$ cat config.mk
export PLATFORM = sky130hd
export DESIGN_NAME = regfile_write_sched_flat
export DESIGN_NICKNAME = d
export VERILOG_FILES = /design/src/rtl/regfile_write_sched_pkg.sv /design/src/rtl/regfile_write_sched_if.sv /design/src/rtl/regfile_write_sched_rr_arbiter3.sv /design/src/rtl/regfile_write_sched.sv /design/src/flat_wrapper.sv
export SDC_FILE = /design/constraint.sdc
export NUM_CORES = 1
export LEC_CHECK = 0
export ABC_AREA = 1
export CORE_MARGIN = 10
export CORE_UTILIZATION = 43
export CTS_CLUSTER_DIAMETER = 60
export DETAILED_ROUTE_END_ITERATION = 10
export PLACE_DENSITY = 0.86
export SLEW_MARGIN = 20
export SYNTH_ARGS = -nofsm -noshare
export SYNTH_HDL_FRONTEND = slang
export SYNTH_SLANG_ARGS = --single-unit
export TNS_END_PERCENT = 10
$ cat constraint.sdc
create_clock -name gclk -period 2.51 [get_ports gclk]
set_clock_uncertainty 0.1 [all_clocks]
set_input_delay 0.251 -clock gclk [delete_from_list [all_inputs] [get_ports gclk]]
set_output_delay 0.251 -clock gclk [all_outputs]
set_load 0.03 [all_outputs]
$ cat src/rtl/regfile_write_sched_pkg.sv
// rtl/regfile_write_sched_pkg.sv - shared sizes, state encoding and requester indices
package regfile_write_sched_pkg;

  localparam int WORD_WIDTH     = 16;
  localparam int REG_ADDR_WIDTH = 5;
  localparam int REG_NUM        = 32;

  localparam logic [0:0] ST_CLEAR = 1'b0;
  localparam logic [0:0] ST_RUN   = 1'b1;

  localparam logic [1:0] REQ_ALU = 2'd0;
  localparam logic [1:0] REQ_LSU = 2'd1;
  localparam logic [1:0] REQ_DBG = 2'd2;

  typedef logic [WORD_WIDTH-1:0]     word_t;
  typedef logic [REG_ADDR_WIDTH-1:0] addr_t;

  // Round-robin pointer moves to the requester after the one-hot winner
  function automatic logic [1:0] rr_next(input logic [2:0] gnt);
    if (gnt[REQ_ALU]) return REQ_LSU;
    if (gnt[REQ_LSU]) return REQ_DBG;
    return REQ_ALU;
  endfunction

endpackage

$ cat src/rtl/regfile_write_sched_if.sv
// rtl/regfile_write_sched_if.sv - writeback requesters, clear control and register-file write port
interface regfile_write_sched_if;

  logic                          ClearReq;
  logic                          Busy;

  logic                          AluReq;
  regfile_write_sched_pkg::addr_t AluAddr;
  regfile_write_sched_pkg::word_t AluData;
  logic                          AluAck;

  logic                          LsuReq;
  regfile_write_sched_pkg::addr_t LsuAddr;
  regfile_write_sched_pkg::word_t LsuData;
  logic                          LsuAck;

  logic                          DbgReq;
  regfile_write_sched_pkg::addr_t DbgAddr;
  regfile_write_sched_pkg::word_t DbgData;
  logic                          DbgAck;

  logic                          WriteFlag;
  regfile_write_sched_pkg::addr_t AddrWrite;
  regfile_write_sched_pkg::word_t Write;

  modport master (
    output ClearReq,
    output AluReq, AluAddr, AluData,
    output LsuReq, LsuAddr, LsuData,
    output DbgReq, DbgAddr, DbgData,
    input  Busy, AluAck, LsuAck, DbgAck,
    input  WriteFlag, AddrWrite, Write
  );

  modport slave (
    input  ClearReq,
    input  AluReq, AluAddr, AluData,
    input  LsuReq, LsuAddr, LsuData,
    input  DbgReq, DbgAddr, DbgData,
    output Busy, AluAck, LsuAck, DbgAck,
    output WriteFlag, AddrWrite, Write
  );

endinterface

$ cat src/rtl/regfile_write_sched_rr_arbiter3.sv
// rtl/regfile_write_sched_rr_arbiter3.sv - combinational 3-way round-robin grant, one-hot output
module rr_arbiter3 (
  input  logic [2:0] req,
  input  logic [1:0] ptr,
  output logic [2:0] gnt
);

  always_comb begin
    gnt = 3'b000;
    case (ptr)
      2'd1: begin
        if      (req[1]) gnt = 3'b010;
        else if (req[2]) gnt = 3'b100;
        else if (req[0]) gnt = 3'b001;
      end
      2'd2: begin
        if      (req[2]) gnt = 3'b100;
        else if (req[0]) gnt = 3'b001;
        else if (req[1]) gnt = 3'b010;
      end
      // pointer value 3 is unreachable; treat it like ALU-first
      default: begin
        if      (req[0]) gnt = 3'b001;
        else if (req[1]) gnt = 3'b010;
        else if (req[2]) gnt = 3'b100;
      end
    endcase
  end

endmodule

$ cat src/rtl/regfile_write_sched.sv
// rtl/regfile_write_sched.sv - register-file write port owner: power-on clear, then round-robin writeback
module regfile_write_sched
  import regfile_write_sched_pkg::*;
(
  input  logic                 gclk,
  input  logic                 PowerOn_n,
  regfile_write_sched_if.slave bus
);

  localparam addr_t CLR_LAST = addr_t'(REG_NUM - 1);

  logic [0:0] state;
  addr_t      clrcnt;
  logic [1:0] rrptr;
  logic [2:0] req;
  logic [2:0] gnt;
  logic [2:0] ack;
  addr_t      win_addr;
  word_t      win_data;
  logic       wflag;
  addr_t      waddr;
  word_t      wdata;

  assign req = {bus.DbgReq, bus.LsuReq, bus.AluReq};

  rr_arbiter3 u_arb (
    .req (req),
    .ptr (rrptr),
    .gnt (gnt)
  );

  // Requesters are locked out entirely while the clear owns the port
  assign ack = (state == ST_RUN) ? gnt : 3'b000;

  assign bus.AluAck    = ack[REQ_ALU];
  assign bus.LsuAck    = ack[REQ_LSU];
  assign bus.DbgAck    = ack[REQ_DBG];
  assign bus.Busy      = (state == ST_CLEAR);
  assign bus.WriteFlag = wflag;
  assign bus.AddrWrite = waddr;
  assign bus.Write     = wdata;

  always_comb begin
    win_addr = bus.AluAddr;
    win_data = bus.AluData;
    if (gnt[REQ_LSU]) begin
      win_addr = bus.LsuAddr;
      win_data = bus.LsuData;
    end else if (gnt[REQ_DBG]) begin
      win_addr = bus.DbgAddr;
      win_data = bus.DbgData;
    end
  end

  always_ff @(posedge gclk or negedge PowerOn_n) begin
    if (!PowerOn_n) begin
      state  <= ST_CLEAR;
      clrcnt <= '0;
      rrptr  <= REQ_ALU;
      wflag  <= 1'b0;
      waddr  <= '0;
      wdata  <= '0;
    end else if (state == ST_CLEAR) begin
      wflag <= 1'b1;
      waddr <= clrcnt;
      wdata <= '0;
      if (clrcnt == CLR_LAST) begin
        state  <= ST_RUN;
        clrcnt <= '0;
      end else begin
        clrcnt <= clrcnt + addr_t'(1);
      end
    end else begin
      wflag <= |ack;
      if (|ack) begin
        waddr <= win_addr;
        wdata <= win_data;
        rrptr <= rr_next(ack);
      end
      // a transfer accepted alongside ClearReq still lands before the first clear write
      if (bus.ClearReq) state <= ST_CLEAR;
    end
  end

endmodule
$ cat src/flat_wrapper.sv
// flat-port wrapper written by rule: the top's interface ports become plain ports
module regfile_write_sched_flat import regfile_write_sched_pkg::*;
  (gclk, PowerOn_n, bus_ClearReq, bus_AluReq, bus_AluAddr, bus_AluData, bus_LsuReq, bus_LsuAddr, bus_LsuData, bus_DbgReq, bus_DbgAddr, bus_DbgData, bus_Busy, bus_AluAck, bus_LsuAck, bus_DbgAck, bus_WriteFlag, bus_AddrWrite, bus_Write);
  regfile_write_sched_if bus_i ();
  input  logic gclk;
  input  logic PowerOn_n;
  input wire logic [$bits(bus_i.ClearReq)-1:0] bus_ClearReq;
  input wire logic [$bits(bus_i.AluReq)-1:0] bus_AluReq;
  input wire logic [$bits(bus_i.AluAddr)-1:0] bus_AluAddr;
  input wire logic [$bits(bus_i.AluData)-1:0] bus_AluData;
  input wire logic [$bits(bus_i.LsuReq)-1:0] bus_LsuReq;
  input wire logic [$bits(bus_i.LsuAddr)-1:0] bus_LsuAddr;
  input wire logic [$bits(bus_i.LsuData)-1:0] bus_LsuData;
  input wire logic [$bits(bus_i.DbgReq)-1:0] bus_DbgReq;
  input wire logic [$bits(bus_i.DbgAddr)-1:0] bus_DbgAddr;
  input wire logic [$bits(bus_i.DbgData)-1:0] bus_DbgData;
  output wire logic [$bits(bus_i.Busy)-1:0] bus_Busy;
  output wire logic [$bits(bus_i.AluAck)-1:0] bus_AluAck;
  output wire logic [$bits(bus_i.LsuAck)-1:0] bus_LsuAck;
  output wire logic [$bits(bus_i.DbgAck)-1:0] bus_DbgAck;
  output wire logic [$bits(bus_i.WriteFlag)-1:0] bus_WriteFlag;
  output wire logic [$bits(bus_i.AddrWrite)-1:0] bus_AddrWrite;
  output wire logic [$bits(bus_i.Write)-1:0] bus_Write;
  assign bus_i.ClearReq = bus_ClearReq;
  assign bus_i.AluReq = bus_AluReq;
  assign bus_i.AluAddr = bus_AluAddr;
  assign bus_i.AluData = bus_AluData;
  assign bus_i.LsuReq = bus_LsuReq;
  assign bus_i.LsuAddr = bus_LsuAddr;
  assign bus_i.LsuData = bus_LsuData;
  assign bus_i.DbgReq = bus_DbgReq;
  assign bus_i.DbgAddr = bus_DbgAddr;
  assign bus_i.DbgData = bus_DbgData;
  assign bus_Busy = bus_i.Busy;
  assign bus_AluAck = bus_i.AluAck;
  assign bus_LsuAck = bus_i.LsuAck;
  assign bus_DbgAck = bus_i.DbgAck;
  assign bus_WriteFlag = bus_i.WriteFlag;
  assign bus_AddrWrite = bus_i.AddrWrite;
  assign bus_Write = bus_i.Write;
  regfile_write_sched u_core (.gclk(gclk), .PowerOn_n(PowerOn_n), .bus(bus_i));
endmodule
==> run_results.csv <==
group,metric,value,unit
critical_path,rrSetupSlack,0.27,ns
placement,place_area,0.00281,mm^2
grt,grt_pass1_wl,10.4,mm
grt,grt_overflow,0,
logic_synthesis,synth_area_leaders,"dfrtp_1, nand2_1, nand3_1",
sta,setup_viol,0,
logic_synthesis,syn_avg_cell_area,7.20,um^2
logic_synthesis,synth_seq_area_share,40.1,%
logic_synthesis,synthCells,260,
critical_path,worstPathRequired,2.16,ns
placement,dp_hpwl,5.00,mm
routing,routedWlPerCell,16.3,um
critical_path,worstSetupEndpointType,"primary output",
cells_and_area,seqCellArea,751,um^2
die,die_h,86.0,um
sta,hold_viol,0,
routing,vias,2067,
logic_synthesis,ys.warnings.count,0,
sta,finalSetupTns,0,ns
logic_synthesis,ys_types,22,
logic_synthesis,synth_enable_flop_cells,0,
sta,worst_slew_pin_slew,0.531,ns
sta,min_period,2.30,ns
die,row_count,23,
grt,grt_pass1_vias,2048,
status,outcome,"finished clean",
die,ios,95,
sta,fmax,0.435,GHz
sta,rsz0062_at_grt,"false",
cells_and_area,syn_to_final_growth,55.1,%
routing,drt_iter0_drc,79,
logic_synthesis,yosysMostFrequentCell,"nand2_1",
cells_and_area,drive_gt1_share,5.95,%
logic_synthesis,synth_commonest_cells,"nand2_1, nand3_1, dfrtp_1, inv_1, o211ai_1",
placement,place_inst,395,
clock_network,clock_latency,0.29,ns
placement,io_buffer_count,94,
cells_and_area,multi_input_area,912,um^2
clock_network,path_clk_slew,0.06,ns
min_path,hold_class,"in -> async",
logic_synthesis,ys_seq_elements,30,
clock_network,cts-root-buf,"clkbuf_8",
routing,vias_per_cell,5.13,
placement,gp_congestion,0.919,
critical_path,path_class,"reg -> out",
cells_and_area,antenna_cells,0,
logic_synthesis,async_flop_share,100,%
logic_synthesis,yosysTopAreaCell,"dfrtp_1",
die,core,0.00412,mm^2
logic_synthesis,synth_nets,333,
routing,antenna_left,0,
clock_network,clock-sinks,30,
routing,drt-total-wl,6.58,mm
clock_network,cts_made_buffers,5,
cells_and_area,fin_util,70.5,%
routing,dr.pass1.iters,4,
routing,drc,0,
critical_path,crit_path_start_kind,"register",
sta,min_period_over_period,91.5,%
power,ir_worst_vdd,0.853,mV
critical_path,critPathMaxFanout,4,
clock_network,clock_tree.buffer_depth,2,
cells_and_area,fillers,353,
critical_path,arrival,1.95,ns
cells_and_area,stdcell_area,0.00290,mm^2
die,dieArea,0.00739,mm^2
sta,slew_headroom,64.6,%
logic_synthesis,synth_ff_type,"dfrtp_1",
cells_and_area,final_nets,425,
power,p_per_area,1130,mW/mm^2
cells_and_area,layoutNonFillerInstCount,403,
grt,antenna_found_initial,0,
grt,grt_max_degree,31,
logic_synthesis,yosysTopAreaCellShare,40.1,%
power,p_leak,1.49,nW
grt,grt_usage,17.3,%
die,fp.dieW,86.0,um
clock_network,cts_tree,"done",
clock_network,htree_num_levels,2,
logic_synthesis,syn_area,0.00187,mm^2
sta,slew_viol_final,0,
job,maxCapViolCount,0,
die,start_util,45.5,%
what timing repair did:
item                                    4_1_cts  5_1_grt
resized for setup                             1        1
hold buffers                                  0        0
endpoints found under the setup margin        1        1
cloned                                        0        0
setup buffers                                 0        0
where the power goes:
part	switching, W	total [W]	internal [W]
Combinational	0.00134	0.00211	0.000769
Sequential	0.000110	0.000761	0.000651
Clock	0.000180	0.000401	0.000221
Total	0.00163	0.00327	0.00164
through the flow:
stage / total power (W) / hold WS (ns) / setup slack, ns
6_report: 0.00327 / 0.250 / 0.213
5_1_grt: 0.00357 / 0.293 / 0.0804
4_1_cts: 0.00328 / 0.261 / 0.0181
3_5_place_dp: 0.00287 / 0.365 / 0.154
3_3_place_gp: 0.00281 / 0.360 / 0.269
2_1_floorplan: 0.00222 / -0.145 / 0.811
cells in the final DEF (no fill, tap or decap), drive strengths merged:
master | netlist | final
a21oi | 2 | 2
buf | 15 | 7
clkbuf | 0 | 7
clkdlybuf4s50 | 0 | 91
clkinv | 1 | 2
dfrtp | 30 | 30
dlygate4sd2 | 0 | 1
dlymetal6s2s | 0 | 1
ha | 4 | 4
inv | 26 | 26
nand2 | 100 | 100
nand3 | 53 | 53
nand3b | 1 | 1
nand4 | 1 | 1
nor2 | 4 | 4
nor3 | 3 | 3
nor3b | 1 | 1
o211ai | 16 | 16
o21ai | 1 | 1
o21bai | 1 | 1
o22ai | 1 | 1
worst max-delay path: stages, from the launching register on:
cell	delay (ns)
dfrtp_1	0.35
inv_1	0.06
ha_1	0.32
inv_1	0.14
nand2_1	0.07
nand2_1	0.10
nand3_1	0.13
inv_1	0.09
dlygate4sd2_1	0.41
worst paths after layout:
path                                              to  depth (start not counted)           startpoint
worst min-delay path            u_core.bus.Write[13]                          2            PowerOn_n
worst max-delay path                      bus_LsuAck                          8      u_core.rrptr[0]
max in group asynchronous            u_core.rrptr[1]                          2            PowerOn_n
worst max register to register  u_core.bus.Write[10]                         10      u_core.rrptr[0]
min in group gclk                u_core.bus.Write[2]                          2  u_core.bus.Write[2]
worst min register to register   u_core.bus.Write[2]                          2  u_core.bus.Write[2]
routing by layer:
metal / share of wire, % / GRT usage [%] / vias to the layer above
met5: 0 / 0 / -
met4: 1.3 / 5.69 / 0
met1: 41 / 19.6 / 946
li1: - / - / 1030
met3: 9.9 / 6.43 / 9
met2: 48 / 29.1 / 82
state kept, by name (all words and copies together), names as in the netlist:
name,count
u_core.state,1
u_core.bus.Write,16
u_core.bus.AddrWrite,5
u_core.clrcnt,5
u_core.rrptr,2
u_core.bus.WriteFlag,1
final cells by class:
class                      count  area share (%)
timing repair buffer         100            33.9
multi-input combinational    188            31.4
sequential                    30            25.9
inverter                      27            3.49
clock buffer                   7            2.97
tap                           50            2.16
clock inverter                 1           0.172
cells by family after synthesis:
| group | Yosys count | synth area share, % |
|---|---|---|
| buf+inv | 42 | 11.2 |
| flops | 30 | 40.1 |
| fa+ha+maj | 4 | 2.67 |
| simple gates | 163 | 38.1 |
| compound gates | 21 | 7.95 |
Note: power is estimated with default switching activity, not from simulation.
==> edit 1 (same settings) <==
`WORD_WIDTH`: 16 -> 12.
--- a/src/rtl/regfile_write_sched_pkg.sv
+++ b/src/rtl/regfile_write_sched_pkg.sv
@@ -1,7 +1,7 @@
 // rtl/regfile_write_sched_pkg.sv - shared sizes, state encoding and requester indices
 package regfile_write_sched_pkg;
 
-  localparam int WORD_WIDTH     = 16;
+  localparam int WORD_WIDTH     = 12;
   localparam int REG_ADDR_WIDTH = 5;
   localparam int REG_NUM        = 32;
 
Ports: changed (resized bus_AluData, bus_DbgData, bus_LsuData and bus_Write); port bits go from 95 to 79. The function was not compared with the original's and may differ.
==> edit 1 against the unedited design <==
Routed wire length is 19% lower. Worst setup slack worse by 0.11 ns. Via count shrank 16%. Power down 12%. Cell area down 12%. Sequential cell count shrank 4. Register-to-register slack improved by 0.15 ns. Critical endpoint is now bus_DbgAck. Synthesized area down 9.6%. Cell count down 13%. Critical path type unchanged.
==> edit 1: results <==
set metrics [dict create \
    critical_path.slowest_cell "clkdlybuf4s50_1" \
    routabilityCongestion 0.856 \
    status "completed" \
    io_buffers 78 \
    ir_worst_vdd_mv 0.579 \
    cts_buffers 3 \
    seq_power_share 0.236 \
    leakage_nw 1.28 \
    cts-htree-levels 1 \
    yosys-top-cells-count "nand2_1 (84), nand3_1 (41), dfrtp_1 (26)" \
    grt_usage 0.151 \
    dp_hpwl_mm 4.19 \
    grt_max_degree 27 \
    yosysSeqAreaShare 0.385 \
    cp_data_arrival_time_ns 2.06 \
    grt_pass1_wl_mm 8.31 \
    largest_reg_flops 12 \
    p_comb_frac 0.685 \
    drt_iter0_markers 85 \
    wirelength_mm 5.33 \
    synth.area.top_cells "dfrtp_1 (38%), nand2_1 (19%), nand3_1 (12%)" \
    drive_above_1_share 0.0726 \
    clkTransAtPathRegs_ns 0.09 \
    synth_compound_area_frac 0.0762 \
    tightest_slew_ns 0.433 \
    synthAdderAreaFrac 0.0296 \
    clock_latency_ns 0.26 \
    crit_path_max_incr_delay_ns 0.66 \
]
[edit 1: logic make-up after synthesis]
| kind of cell | Yosys count |
|---|---|
| simple gates | 143 |
| buf+inv | 36 |
| flops | 26 |
| compound gates | 17 |
| fa+ha+maj | 4 |
[edit 1: repair_timing]
item	4_1_cts	5_1_grt
hold endpoints to repair	0	0
endpoints found under the setup margin	2	0
resized for setup	2	0
[edit 1: metal layers]
metal / GRT usage / vias to the layer above / routed length [um]
met4: 0.0301 / 0 / 26
li1: - / 894 / -
met2: 0.261 / 61 / 2520
met5: 0 / - / 0
met1: 0.183 / 782 / 2260
met3: 0.0421 / 4 / 524
[edit 1: final timing paths]
kind | from | slack, ns | end
hold / removal | PowerOn_n | 0.26 | u_core.bus.Write[4]
min in group gclk | u_core.bus.Write[1] | 0.38 | u_core.bus.Write[1]
setup / recovery | u_core.rrptr[0] | 0.10 | bus_DbgAck
setup reg to reg | u_core.rrptr[0] | 0.42 | u_core.bus.Write[8]
max in group asynchronous | PowerOn_n | 1.80 | u_core.bus.AddrWrite[3]
hold reg to reg | u_core.bus.Write[1] | 0.38 | u_core.bus.Write[1]
[edit 1: layout make-up]
type,count,area [um2]
inverter,27,104
tap,48,60.1
fill,331,1190
multi-input combinational,164,865
sequential,26,651
timing repair buffer,83,828
clock buffer,3,41.3
[edit 1: metrics by stage]
stage | total power, mW | worst slack [ns] | instances | area (um2)
finish | 2.89 | 0.101 | 351 | 2550
global route | 3.13 | 0.000554 | 351 | 2550
floorplan | 2.06 | 0.751 | 226 | 1690
global placement | 2.63 | 0.207 | 348 | 2510
detailed placement | 2.68 | 0.152 | 348 | 2510
CTS | 2.91 | 0.0822 | 351 | 2550
